--- src/rtl/instr_fetch_unit.sv ---
// Fetch stage: owns PC and IR, runs req/gnt/rvalid to instruction memory.
// Optional macro MISALIGN_TRAP_EN: reject misaligned fetches with a fetch_fault pulse.
module instr_fetch_unit #(
  parameter int              XLEN      = 32,
  parameter logic [XLEN-1:0] RESET_PC  = '0,
  parameter logic [31:0]     NOP_INSTR = 32'h0000_0013
) (
  input  logic            clk,
  input  logic            reset_n,
  input  logic            fetch_start,
  input  logic            pc_write,
  input  logic [XLEN-1:0] pc_next,
  output logic            imem_req,
  output logic [XLEN-1:0] imem_addr,
  input  logic            imem_gnt,
  input  logic            imem_rvalid,
  input  logic [31:0]     imem_rdata,
  output logic [31:0]     instr,
  output logic [6:0]      opcode,
  output logic [2:0]      funct3,
  output logic            instr_valid,
  output logic [XLEN-1:0] pc,
  output logic [XLEN-1:0] old_pc,
  output logic            busy,
  output logic            fetch_fault
);

  typedef enum logic [1:0] {IDLE, REQ, WAIT} state_t;

  state_t          state;
  logic            pend_valid;
  logic [XLEN-1:0] pend_pc;
  logic [XLEN-1:0] load_pc;
  logic [XLEN-1:0] start_pc;
  logic [XLEN-1:0] done_pc;
  logic            start_ok;

`ifdef MISALIGN_TRAP_EN
  assign load_pc  = pc_next;
  assign start_ok = (start_pc[1:0] == 2'b00);
`else
  assign load_pc  = pc_next & ~XLEN'(3);
  assign start_ok = 1'b1;
  assign fetch_fault = 1'b0;
`endif

  // A redirect in the same cycle as fetch_start takes effect before the fetch.
  assign start_pc  = pc_write ? load_pc : pc;
  // Latest redirect wins: a write in the rvalid cycle beats the pending one.
  assign done_pc   = pc_write ? load_pc : (pend_valid ? pend_pc : pc + XLEN'(4));

  assign imem_addr = pc;
  assign opcode    = instr[6:0];
  assign funct3    = instr[14:12];

  // NOTE: all state is updated with non-blocking assignments so every register
  // samples pre-edge values regardless of statement order.
  always_ff @(posedge clk or negedge reset_n) begin
    if (!reset_n) begin
      state       <= IDLE;
      pc          <= RESET_PC;
      old_pc      <= RESET_PC;
      instr       <= NOP_INSTR;
      imem_req    <= 1'b0;
      instr_valid <= 1'b0;
      busy        <= 1'b0;
      pend_valid  <= 1'b0;
      pend_pc     <= RESET_PC;
`ifdef MISALIGN_TRAP_EN
      fetch_fault <= 1'b0;
`endif
    end else begin
      instr_valid <= 1'b0;
`ifdef MISALIGN_TRAP_EN
      fetch_fault <= 1'b0;
`endif
      case (state)
        IDLE: begin
          if (pc_write) pc <= load_pc;
          if (fetch_start) begin
            if (start_ok) begin
              state    <= REQ;
              imem_req <= 1'b1;
              busy     <= 1'b1;
            end else begin
`ifdef MISALIGN_TRAP_EN
              fetch_fault <= 1'b1;
`endif
            end
          end
        end
        REQ: begin
          if (pc_write) begin
            pend_valid <= 1'b1;
            pend_pc    <= load_pc;
          end
          if (imem_gnt) begin
            state    <= WAIT;
            imem_req <= 1'b0;
          end
        end
        WAIT: begin
          if (imem_rvalid) begin
            instr       <= imem_rdata;
            old_pc      <= pc;
            pc          <= done_pc;
            pend_valid  <= 1'b0;
            instr_valid <= 1'b1;
            busy        <= 1'b0;
            state       <= IDLE;
          end else if (pc_write) begin
            pend_valid <= 1'b1;
            pend_pc    <= load_pc;
          end
        end
        default: begin
          state    <= IDLE;
          imem_req <= 1'b0;
          busy     <= 1'b0;
        end
      endcase
    end
  end

endmodule

--- config.mk ---
export PLATFORM = sky130hd
export DESIGN_NAME = instr_fetch_unit
export DESIGN_NICKNAME = d
export VERILOG_FILES = /design/src/rtl/instr_fetch_unit.sv
export SDC_FILE = /design/constraint.sdc
export NUM_CORES = 1
export LEC_CHECK = 0
export CAP_MARGIN = 40
export CORE_MARGIN = 5
export CORE_UTILIZATION = 42
export DETAILED_ROUTE_END_ITERATION = 10
export PLACE_DENSITY_LB_ADDON = 0.15
export REMOVE_ABC_BUFFERS = 1
export SYNTH_ARGS = -nofsm -noshare
export SYNTH_HDL_FRONTEND = slang
export SYNTH_SLANG_ARGS = --single-unit
--- constraint.sdc ---
create_clock -name clk -period 2.1 [get_ports clk]
set_clock_uncertainty 0.15 [all_clocks]
set_input_delay 0.315 -clock clk [delete_from_list [all_inputs] [get_ports clk]]
set_output_delay 0.315 -clock clk [all_outputs]
set_load 0.1 [all_outputs]
# Word-level counts from Yosys, hierarchy flattened
# Index checks and enable logic that the tools add are counted.
# totals
input_bits	70
output_inout_bits	142
regBits	134
word_cells	50
# op_classes
n_mux	22
reduce_logical	9
add_sub_neg	1
bitwise	2
eq_ne	7
# ops
operator	n
$mux 32	6
$pmux 32 s2	2
$add 32x3->32 const B	1
$reduce_and 3->1	4
$ne 2x2->1 const B	5
$mux 1	7
$mux 2	3
$pmux 1 s3	2
$pmux 2 s3	1
$reduce_and 2->1	2
$reduce_bool 2->1	2
$eq 2x1->1 const B	1
$eq 2x2->1 const B	1
$logic_not 2->1	1
$not 1->1	2
$pmux 1 s2	1

# Longest topological paths before layout
# logic_depth
ltp_word	5
depth_mapped	9
mapped_depth_nobuf	7

# Worst setup path after synthesis
# No wires, ideal clock.
# synth_timing
path_type	reg-to-reg
startpoint	register pc[2] (netlist: imem_addr[2])
endpoint	register pc[20] (netlist: imem_addr[20])
period_less_slack_ps	2661
setup_slack_ps	-561
setup_ps	83
stages_incl_launch_ff	7
required_ps	1867
arrival_ps	2428
n_path_buf	0
path_cell_list	dfrtp_1 ha_1 nand4_1 nor4_4 nand3_1 xor2_1 o21ai_0
# synth_between
elab_chain_len	5
# synth_lines
element	line_no	text
from (decl)	22	output logic [XLEN-1:0] pc,
from (signal assigned)	79	if (pc_write) pc <= load_pc;
from (signal assigned)	106	pc <= done_pc;
$add 32x3->32	50	assign done_pc = pc_write ? load_pc : (pend_valid ? pend_pc : pc + XLEN'(4));
$mux 32 (2 in a row)	50	
$mux 32	103	if (imem_rvalid) begin
$pmux 32 s2	77	case (state)
# Every way passes these cells. The select of a mux whose other input is x is not followed.
# A chain may end at the register's enable or synchronous reset.

# Final worst setup path
# layout_timing
startpoint	register state[1]
endpoint	register pc[11] (netlist: imem_addr[11])
# layout_between
elab_chain_len	3
word_cells_on_any_way	7
cone_classes	eq/ne (3); mux (1); reduce/logical (3)
# layout_lines
element	line_no	text
from (decl)	30	state_t state;
from (signal assigned)	60	state <= IDLE;
from (signal assigned)	82	state <= REQ;
from (signal assigned)	98	state <= WAIT;
$eq 2x2->1 or $logic_not 2->1 (tied branches)	77	
$ne 2x2->1 (no line) or $reduce_bool 2->1 (tied branches)	n/a	
$reduce_and 3->1 (no line)	n/a	
# Parallel ways exist; a longest one is shown, timed or not.

==> impl_results.html <==
<table>
<tr><th>Metric</th><th>Value</th></tr>
<tr><th colspan="2">Synthesis</th></tr>
<tr><td>Portion of the post-synthesis area used by sequential elements</td><td>50.7%</td></tr>
<tr><td>Share of cell area taken by muxes after synthesis</td><td>16.7%</td></tr>
<tr><td>Xor and xnor area share after synthesis</td><td>3.33%</td></tr>
<tr><td>Warnings, synthesis</td><td>0</td></tr>
<tr><td>Flip-flop and latch count after synthesis</td><td>128</td></tr>
<tr><td>Main synth FF type</td><td>dfrtp_1</td></tr>
<tr><td>Top area cells in the synthesized netlist</td><td>dfrtp_1, mux2_2, buf_4</td></tr>
<tr><td>Synth cell count leaders</td><td>dfrtp_1, mux2_2, buf_4</td></tr>
<tr><td>Adder and majority gate portion of the synthesized area</td><td>0.792%</td></tr>
<tr><td>Largest area contributor in the netlist</td><td>dfrtp_1</td></tr>
<tr><td>Synthesized-area fraction occupied by and/or/nand/nor cells</td><td>10.1%</td></tr>
<tr><td>Dominant cell by count in the synthesized netlist</td><td>dfrtp_1</td></tr>
<tr><td>Top cell type's share of synthesized area</td><td>49.5%</td></tr>
<tr><td>Main combinational cell family by area after synthesis</td><td>multiplexers</td></tr>
<tr><td>Count of cell types in the netlist</td><td>63</td></tr>
<tr><td>Compound-gate portion of the synthesized area</td><td>9.96%</td></tr>
<tr><td>Post-Syn Area</td><td>0.00632 mm²</td></tr>
<tr><td>Async set or reset register ratio after synthesis</td><td>100%</td></tr>
<tr><td>Cells after synthesis</td><td>537</td></tr>
<tr><td>Post-Synthesis Mean Instance Area</td><td>11.8 µm²</td></tr>
<tr><td>Number of enable flip-flop cells after synthesis</td><td>0</td></tr>
<tr><th colspan="2">Critical path</th></tr>
<tr><td>Sort of element at the end of the critical path</td><td>flop</td></tr>
<tr><td>Slowest-stage cell, CP</td><td>dfrtp_1</td></tr>
<tr><td>Required time worst endpoint</td><td>2240 ps</td></tr>
<tr><td>Cell depth of the worst setup path</td><td>7</td></tr>
<tr><td>Cell-by-cell listing of the critical path</td><td>inv_2, ha_4, mux2_2, and2_4, buf_12, and3_1, a221o_2</td></tr>
<tr><td>R2R Path Start</td><td>state[1]$_DFFE_PN0P_</td></tr>
<tr><td>Delay-heaviest family, CP</td><td>flip-flops</td></tr>
<tr><td>WP data arrival</td><td>2160 ps</td></tr>
<tr><td>Number of cell instances on the worst register-to-register path</td><td>7</td></tr>
<tr><td>Buffers plus inverters on the worst setup path</td><td>2</td></tr>
<tr><td>Worst Setup EP</td><td>imem_addr[11]$_DFFE_PN0P_</td></tr>
<tr><td>Stage delay of the slowest cell on the critical path</td><td>410 ps</td></tr>
<tr><td>Critical Path Fanout Max</td><td>20</td></tr>
<tr><td>Worst setup path category</td><td>flop to flop</td></tr>
<tr><td>Startpoint Class</td><td>flop</td></tr>
<tr><td>Critical path launch point</td><td>state[1]$_DFFE_PN0P_</td></tr>
<tr><td>Flop2flop setup slack</td><td>80 ps</td></tr>
<tr><td>RR Endpoint</td><td>imem_addr[11]$_DFFE_PN0P_</td></tr>
<tr><th colspan="2">Detailed routing</th></tr>
<tr><td>Initial DRC Count</td><td>313</td></tr>
<tr><td>WL final</td><td>17200 µm</td></tr>
<tr><td>Total DRC errors in the routed layout</td><td>0</td></tr>
<tr><td>Post-DR wirelength/cell</td><td>18.2 µm</td></tr>
<tr><td>Via count normalized by instance count</td><td>5.35</td></tr>
<tr><td>Final antenna-violating net count</td><td>0</td></tr>
<tr><td>Vias after detailed routing</td><td>5077</td></tr>
<tr><td>Detailed-router iteration count before antenna repair</td><td>6</td></tr>
<tr><th colspan="2">Cells and area</th></tr>
<tr><td>P&amp;R area growth vs syn</td><td>54.6%</td></tr>
<tr><td>Number of nets in the final layout</td><td>826</td></tr>
<tr><td>Fraction of layout cells with a size suffix above 1</td><td>45.6%</td></tr>
<tr><td>Count of filler cells inserted in the layout</td><td>1090</td></tr>
<tr><td>Register Area</td><td>0.00321 mm²</td></tr>
<tr><td>Final cell count without fillers</td><td>949</td></tr>
<tr><td>Area of the multi-input gates</td><td>0.00265 mm²</td></tr>
<tr><td>Antenna Cells</td><td>0</td></tr>
<tr><th colspan="2">Clock tree</th></tr>
<tr><td>H-tree depth</td><td>4</td></tr>
<tr><td>CTS Buf Count</td><td>17</td></tr>
<tr><td>Largest buffer count on any clock path</td><td>2</td></tr>
<tr><td>Clock root buffer master</td><td>clkbuf_16</td></tr>
<tr><td>TritonCTS clock tree</td><td>yes</td></tr>
<tr><td>Clock tree sinks</td><td>128</td></tr>
<tr><td>Clock edge transition at the registers on the reported setup and hold paths</td><td>50 ps</td></tr>
<tr><td>Insertion delay to the later sink of the worst-skew pair</td><td>410 ps</td></tr>
<tr><th colspan="2">Global route</th></tr>
<tr><td>M3 GR Usage</td><td>7.37%</td></tr>
<tr><td>Global routing usage on met1</td><td>24.2%</td></tr>
<tr><td>Maximum number of pins on one net before global-route repair</td><td>38</td></tr>
<tr><td>Met2 usage in global routing</td><td>32.5%</td></tr>
<tr><td>Most Crowded Layer GR</td><td>met2</td></tr>
<tr><td>Global routing usage summed across all routing layers</td><td>19.9%</td></tr>
<tr><td>GRT overflow</td><td>0</td></tr>
<tr><td>First-pass GRT wire length</td><td>28000 µm</td></tr>
<tr><td>Via count of the first global-routing pass</td><td>5413</td></tr>
<tr><td>Number of antenna violations at the first check in global routing</td><td>0</td></tr>
<tr><th colspan="2">Placed design</th></tr>
<tr><td>Count of port buffers added during placement</td><td>202</td></tr>
<tr><td>RD Place Congestion</td><td>0.859</td></tr>
<tr><td>Post-Place Cells</td><td>914</td></tr>
<tr><td>Detail Placement HPWL</td><td>12900 µm</td></tr>
<tr><td>Worst slack after detailed placement</td><td>-101 ps</td></tr>
<tr><th colspan="2">Timing</th></tr>
<tr><td>Setup-violating endpoint count in the final report</td><td>0</td></tr>
<tr><td>Fin. Hold Viols</td><td>0</td></tr>
<tr><td>Worst hold slack after final layout</td><td>225 ps</td></tr>
<tr><td>Minimum clock period</td><td>2020 ps</td></tr>
<tr><td>Final Max Tran Viols</td><td>0</td></tr>
<tr><td>Final WS setup</td><td>76.4 ps</td></tr>
<tr><td>Share of the clock period used by the worst path after layout</td><td>96.4%</td></tr>
<tr><td>Top achievable clock speed</td><td>494 MHz</td></tr>
<tr><th colspan="2">Floorplanning</th></tr>
<tr><td>Chip Width</td><td>133 µm</td></tr>
<tr><td>Full die area</td><td>0.0176 mm²</td></tr>
<tr><td>I/O pin count</td><td>212</td></tr>
<tr><td>DIE HEIGHT</td><td>133 µm</td></tr>
<tr><td>Floorplan core area</td><td>0.0146 mm²</td></tr>
<tr><td>Initial core utilization</td><td>43.2%</td></tr>
<tr><td>Number of core rows</td><td>44</td></tr>
<tr><th colspan="2">Worst hold path</th></tr>
<tr><td>Class of the tightest hold or removal check</td><td>input pin to asynchronous set/reset pin</td></tr>
<tr><th colspan="2">Job</th></tr>
<tr><td>Max Cap Viol</td><td>0</td></tr>
<tr><th colspan="2">Status</th></tr>
<tr><td>Status</td><td>complete, no violations</td></tr>
</table>
-- metrics by stage --
stage	utilization [%]	instance area (µm²)	TNS [ps]
final	66.7	9770	0
after global routing	66.7	9770	-31.0
after CTS	66.5	9740	0
after detailed placement	62.2	9100	-1210
after global placement	62.2	9100	-350
after floorplan	-	5850	-108010
-- kinds of logic after synthesis --
kind of cell    Yosys count
fa+ha+maj                 4
simple gates            105
flops                   128
buf+inv                  85
compound gates           96
mux                      94
xor+xnor                 24
other cells               1
-- worst min path at each step --
stage | start | to | slack (ps) | depth (start not counted)
after detailed placement | reset_n | pend_pc[15]$_DFFE_PN0P_ | 90 | 1
after global routing | reset_n | pend_pc[15]$_DFFE_PN0P_ | 260 | 2
final | reset_n | pend_pc[15]$_DFFE_PN0P_ | 220 | 2
after floorplan | reset_n | busy$_DFFE_PN0P_ | -130 | 0
after global placement | reset_n | old_pc[15]$_DFFE_PN0P_ | 90 | 1
after CTS | reset_n | pend_pc[15]$_DFFE_PN0P_ | 220 | 2
-- timing repair --
| action | 4_1_cts | 5_1_grt |
|---|---|---|
| pin swaps | 0 | 1 |
| setup buffers | 2 | 0 |
| hold buffers | 1 | 0 |
| endpoints found under the setup margin | 5 | 43 |
| hold endpoints to repair | 76 | 0 |
| resized for setup | 3 | 14 |
-- registers in the layout, indices dropped and copies added, names as in the netlist --
signal and cells:
imem_req 1, pend_pc 30, pend_valid 1, state 2, busy 1, imem_addr 30
instr 32, old_pc 30, instr_valid 1
-- worst reg2reg max path, cell delays in order (launching register included) --
cell     delay [ps]
dfrtp_1         410
inv_2            90
ha_4            130
mux2_2          330
and2_4          170
buf_12          150
and3_1          170
a221o_2         290
-- area by class of cell --
cell class / count / area share (%)
Tap cell: 184 / 2.36
Clock buffer: 28 / 5.49
Timing Repair Buffer: 266 / 31.2
Clock inverter: 4 / 0.717
Sequential cell: 128 / 32.8
Inverter: 9 / 0.346
Multi-Input combinational cell: 330 / 27.1
-- layer usage --
metal	part of all wire, %	vias to the layer above
met5	0	-
met4	2.1	0
met3	8.5	32
met2	48	201
met1	41	2514
li1	-	2330
-- layout by cell type (no fill, tap or decap), drive strengths merged, types with 3 or more instances in the layout --
master and count:
xnor2 8, a32o 9, nand2b 4, clkdlybuf4s50 66
dfrtp 125, mux2 92, nand2 25, a21oi 27
clkinv 3, buf 199, and3 10, clkbuf 28
and4 5, o21ai 28, a31oi 8, a222oi 3
conb 7, ha 4, dfstp 3, xor2 16
nor3 13, nand4 8, inv 8, a221o 5
nor2 13, nand3 16
Power is left out: the tool's default activity adds up to more than one toggle a clock period on the data nets, which glitch-free logic cannot reach.
==> RTL edit 1, RTL diff (config.mk and constraints unchanged) <==
Set the parameter `XLEN` to 16 (it was 32).
--- a/src/rtl/instr_fetch_unit.sv
+++ b/src/rtl/instr_fetch_unit.sv
@@ -1,7 +1,7 @@
 // Fetch stage: owns PC and IR, runs req/gnt/rvalid to instruction memory.
 // Optional macro MISALIGN_TRAP_EN: reject misaligned fetches with a fetch_fault pulse.
 module instr_fetch_unit #(
-  parameter int              XLEN      = 32,
+  parameter int              XLEN      = 16,
   parameter logic [XLEN-1:0] RESET_PC  = '0,
   parameter logic [31:0]     NOP_INSTR = 32'h0000_0013
 ) (
Ports: changed (resized imem_addr, old_pc, pc and pc_next); port bits go from 212 to 148. The function was not compared with the original's and may differ.
==> RTL edit 1 against the original RTL <==
Fmax is 4.7% higher; design area is 41% lower; critical path depth stayed put; area after synthesis is 38% lower; sequential cell count is 48 lower; first-iteration DRC count is 70% lower; wire length is 43% lower; die area is 35% lower; cell count is 38% lower; setup slack better by 91 ps; critical path type unchanged; critical endpoint is now pend_pc[9]$_DFFE_PN0P_.
Power is left out: the tool's default activity adds up to more than one toggle a clock period on the data nets, which glitch-free logic cannot reach.
==> RTL edit 1: results (changes against the original RTL) <==
| Metric | Value |
|---|---|
| Number of violations reported at the end of detailed-routing iteration 0 | `94 (was 313)` |
| Number of different library cells in the post-synthesis netlist | `49 (was 63)` |
| Overall track demand over capacity in global routing | `17.7% (was 19.9%)` |
| Gp weighted congestion | `0.790 (was 0.859)` |
| Root cell of the clock tree | `sky130_fd_sc_hd__clkbuf_8 (was sky130_fd_sc_hd__clkbuf_16)` |
| Crit path max fanout | `8 (was 20)` |
| H-tree levels | `3 (was 4)` |
| Type of the tightest min-delay check | `register to register (was primary input to asynchronous set/reset pin)` |
| Top area cells in the synthesized netlist | `sky130_fd_sc_hd__dfrtp_1 (49%), sky130_fd_sc_hd__mux2_1 (13%), sky130_fd_sc_hd__buf_4 (6.3%) (was sky130_fd_sc_hd__dfrtp_1 (49%), sky130_fd_sc_hd__mux2_2 (16%), sky130_fd_sc_hd__buf_4 (5.8%))` |
| Vias in the first global route | `3066 (was 5413)` |
| Maximum number of pins on one net before global-route repair | `41 (was 38)` |
| Skew-Pair Late Insertion Delay | `340 ps (was 410 ps)` |
| Port Buffers | `138 (was 202)` |
| Setup Buffers After CTS | `0 (was 2)` |
| Fraction of final layout cells with drive strength greater than 1 | `34.3% (was 45.6%)` |
| Global Route met1 Usage | `22.8% (was 24.2%)` |
| Avg Cell Area, Syn | `11.7 sq um (was 11.8 sq um)` |
| Result of the run | `finished clean (unchanged)` |
| Main synth FF type | `sky130_fd_sc_hd__dfrtp_1 (unchanged)` |
| Placed insts | `572 (was 914)` |
| Post-route insts no fill | `589 (was 949)` |
| Number of filler cells placed in the layout | `762 (was 1090)` |
| Post-cts repair resize count | `0 (was 3)` |
| Estimated wirelength of the detail-placed design | `7.42 mm (was 12.9 mm)` |
| Clock transition at path regs | `80 ps (was 50 ps)` |
| Met2 Usage GRT | `29.7% (was 32.5%)` |
| Proportion of synthesized chip area in sequential cells | `51.0% (was 50.7%)` |
| Setup slack at placement | `59.3 ps (was -101 ps)` |
| Largest delay contributor family on the critical path | `buffers and inverters (was flip-flops)` |
| Num CTS Buffers | `9 (was 17)` |
| Worst endpoint data arrival time | `2000 ps (was 2160 ps)` |
| Wire length of the first global-routing pass | `16.1 mm (was 28.0 mm)` |
[RTL edit 1: worst paths after layout]
| path | cells past startpoint | slack, ps | start | end |
|---|---|---|---|---|
| hold / removal | 1 | 330 | pend_pc[12]$_DFFE_PN0P_ | pend_pc[12]$_DFFE_PN0P_ |
| hold reg to reg | 1 | 330 | pend_pc[12]$_DFFE_PN0P_ | pend_pc[12]$_DFFE_PN0P_ |
| max in group asynchronous | 3 | 860 | reset_n | pend_pc[12]$_DFFE_PN0P_ |
| setup / recovery | 7 | 170 | state[0]$_DFFE_PN0P_ | pend_pc[9]$_DFFE_PN0P_ |
| setup reg to reg | 7 | 170 | state[0]$_DFFE_PN0P_ | pend_pc[9]$_DFFE_PN0P_ |
| min in group asynchronous | 2 | 340 | reset_n | instr[18]$_DFFE_PN0P_ |
[RTL edit 1: layout make-up]
| type | instances | area (sq um) | area share (%) |
|---|---|---|---|
| Clock buffer | 11 | 131 | 2.27 |
| Clock inverter | 5 | 106 | 1.84 |
| Inverter | 6 | 22.5 | 0.389 |
| Multi-Input combinational cell | 208 | 1620 | 28.0 |
| Sequential cell | 80 | 2010 | 34.6 |
| Tap cell | 111 | 139 | 2.40 |
| Timing Repair Buffer | 168 | 1760 | 30.5 |
[RTL edit 1: cell families after synthesis]
| logic type | synth area share [%] |
|---|---|
| other cells | 0.0954 |
| simple gates | 10.1 |
| mux | 18.2 |
| flops | 51.0 |
| compound gates | 9.33 |
| xor+xnor | 0.668 |
| fa+ha+maj | 1.91 |
| buf+inv | 8.69 |
[RTL edit 1: metal layers]
| metal | up-vias | part of all wire, % |
|---|---|---|
| met1 | 1451 | 42 |
| met5 | - | 0 |
| met2 | 83 | 51 |
| met4 | 0 | 2.2 |
| met3 | 16 | 4.9 |
| li1 | 1426 | - |
==> RTL edit 2, RTL diff (same settings) <==
Made on the original files. Reset style: synchronous (`reset_n`), changed in one clocked block.
--- a/src/rtl/instr_fetch_unit.sv
+++ b/src/rtl/instr_fetch_unit.sv
@@ -55,7 +55,7 @@
 
   // NOTE: all state is updated with non-blocking assignments so every register
   // samples pre-edge values regardless of statement order.
-  always_ff @(posedge clk or negedge reset_n) begin
+  always_ff @(posedge clk) begin
     if (!reset_n) begin
       state       <= IDLE;
       pc          <= RESET_PC;
Check against the original RTL: differs if reset_n is asserted again (counterexample within 4 cycles, from zero or initial values and one cycle with reset_n low); with reset_n held inactive, the same outputs for 4 cycles.
==> RTL edit 2 against the original RTL <==
Area after synthesis decreased by 4.6%; critical path depth is the same; sequential cell count is the same; setup slack lost 48 ps; design area down 4.6%; fmax fell by 2.3%; wire length increased by 9.9%; global-route usage grew 2.3 points; largest cell class is now non-clock buffers; highest routed layer unchanged.
==> RTL edit 2: results (changes against the original RTL) <==
| Metric | Value |
|---|---|
| Commonest cells in the netlist | `sky130_fd_sc_hd__nand2_1 (229), sky130_fd_sc_hd__a21oi_1 (133), sky130_fd_sc_hd__dfxtp_1 (128) (was sky130_fd_sc_hd__dfrtp_1 (125), sky130_fd_sc_hd__mux2_2 (92), sky130_fd_sc_hd__buf_4 (49))` |
| Estimated wirelength of the detail-placed design | `13.3 mm (was 12.9 mm)` |
| Share of synthesized registers carrying an async set or reset | `0% (was 100%)` |
| Proportion of synthesized chip area in sequential cells | `42.5% (was 50.7%)` |
| Maximum number of pins on one net before global-route repair | `64 (was 38)` |
| Master of the slowest instance on the critical path | `sky130_fd_sc_hd__or4_1 (was sky130_fd_sc_hd__dfrtp_1)` |
| Per-cell via count in the routed design | `5.15 (was 5.35)` |
| Final WL | `18.9 mm (was 17.2 mm)` |
| Startpoint-to-endpoint class of the critical path | `register to register (unchanged)` |
| Top area cells in the synthesized netlist | `sky130_fd_sc_hd__dfxtp_1 (43%), sky130_fd_sc_hd__nand2_1 (14%), sky130_fd_sc_hd__a21oi_1 (11%) (was sky130_fd_sc_hd__dfrtp_1 (49%), sky130_fd_sc_hd__mux2_2 (16%), sky130_fd_sc_hd__buf_4 (5.8%))` |
| Wire length of the first global-routing pass | `30.4 mm (was 28.0 mm)` |
| CP peak stage delay | `450 ps (was 410 ps)` |
| Worst reg2reg startpoint | `state[1]$_SDFFE_PN0P_ (was state[1]$_DFFE_PN0P_)` |
| Share of the clock period used by the worst path after layout | `98.7% (was 96.4%)` |
| Overall track demand over capacity in global routing | `22.2% (was 19.9%)` |
| Number of violations reported at the end of detailed-routing iteration 0 | `357 (was 313)` |
| Count of vias placed by the detailed router | `6228 (was 5077)` |
| Main synth FF type | `sky130_fd_sc_hd__dfxtp_1 (was sky130_fd_sc_hd__dfrtp_1)` |
| Worst endpoint data arrival time | `2270 ps (was 2160 ps)` |
| Net count of the finished layout | `1091 (was 826)` |
| Number of different library cells in the post-synthesis netlist | `50 (was 63)` |
| Fin Hold WS | `295 ps (was 225 ps)` |
| Type of the tightest min-delay check | `primary input to register (was primary input to asynchronous set/reset pin)` |
| Crit path capture | `imem_addr[31]$_SDFFE_PN0P_ (was imem_addr[11]$_DFFE_PN0P_)` |
| Worst reg-to-reg setup slack | `30 ps (was 80 ps)` |
| Result of the run | `finished clean (unchanged)` |
| Pre-Repair DR Iteration Count | `4 (was 6)` |
| Count of mapped cells out of synthesis | `816 (was 537)` |
| Gp weighted congestion | `0.845 (was 0.859)` |
[RTL edit 2: cell types whose count changed after synthesis, sizes merged, moves of 11 or more]
cell    delta
dfrtp    -125
nand2    +204
clkbuf    +34
a21oi    +106
xor2      -11
dfxtp    +128
mux2      -92
nand3     +18
[RTL edit 2: logic make-up after synthesis]
family	synth area share, %
multiplexers	0.997
buffers and inverters	10.4
other	0.0622
flip-flops	42.5
AO/OA/AOI/OAI	19.5
XOR/XNOR	1.02
adder cells (fa/ha/maj)	0.830
AND/OR/NAND/NOR	24.7
[RTL edit 2: cell type report]
cell class / instances / area [sq um]
multi-input cells: 575 / 2900
clock buffers: 21 / 470
flip-flops and latches: 128 / 2570
repair buffers: 280 / 2960
well taps: 180 / 225
fillers: 1234 / 4670
clock inverters: 10 / 135
inverters: 15 / 57.6
[RTL edit 2: critical path, delay by kind of cell, from the launching register on]
family | cells | cell delay (ps)
and+or+nand+nor | 3 | 990
AOI/OAI and AO/OA | 1 | 150
adders and majority gates | 1 | 170
muxes | 1 | 120
buffers and inverters | 1 | 40
DFF | 1 | 370
[RTL edit 2: repair_timing]
action / in CTS / in global routing
setup endpoints to repair: 2 / 10
resized for setup: 10 / 5
pin swaps: 1 / 2
buffers inserted: 0 / 0
hold buffers: 0 / 0
[RTL edit 2: report_power, final]
part           internal, mW  switching, mW  leakage (nW)  total (mW)
clock                  1.95           1.07         0.287        3.01
sequential             2.66          0.144          1.04        2.80
combinational          1.42           3.01          2.32        4.44
total                  6.03           4.23          3.65        10.3
[RTL edit 2: routing by layer]
metal | up-vias | global-route usage (%) | part of all wire (%)
met5 | - | 0 | 0
met4 | 0 | 5.13 | 0.68
met3 | 11 | 5.65 | 7.1
met2 | 203 | 36.9 | 48
met1 | 2892 | 29.3 | 44
li1 | 3122 | - | -
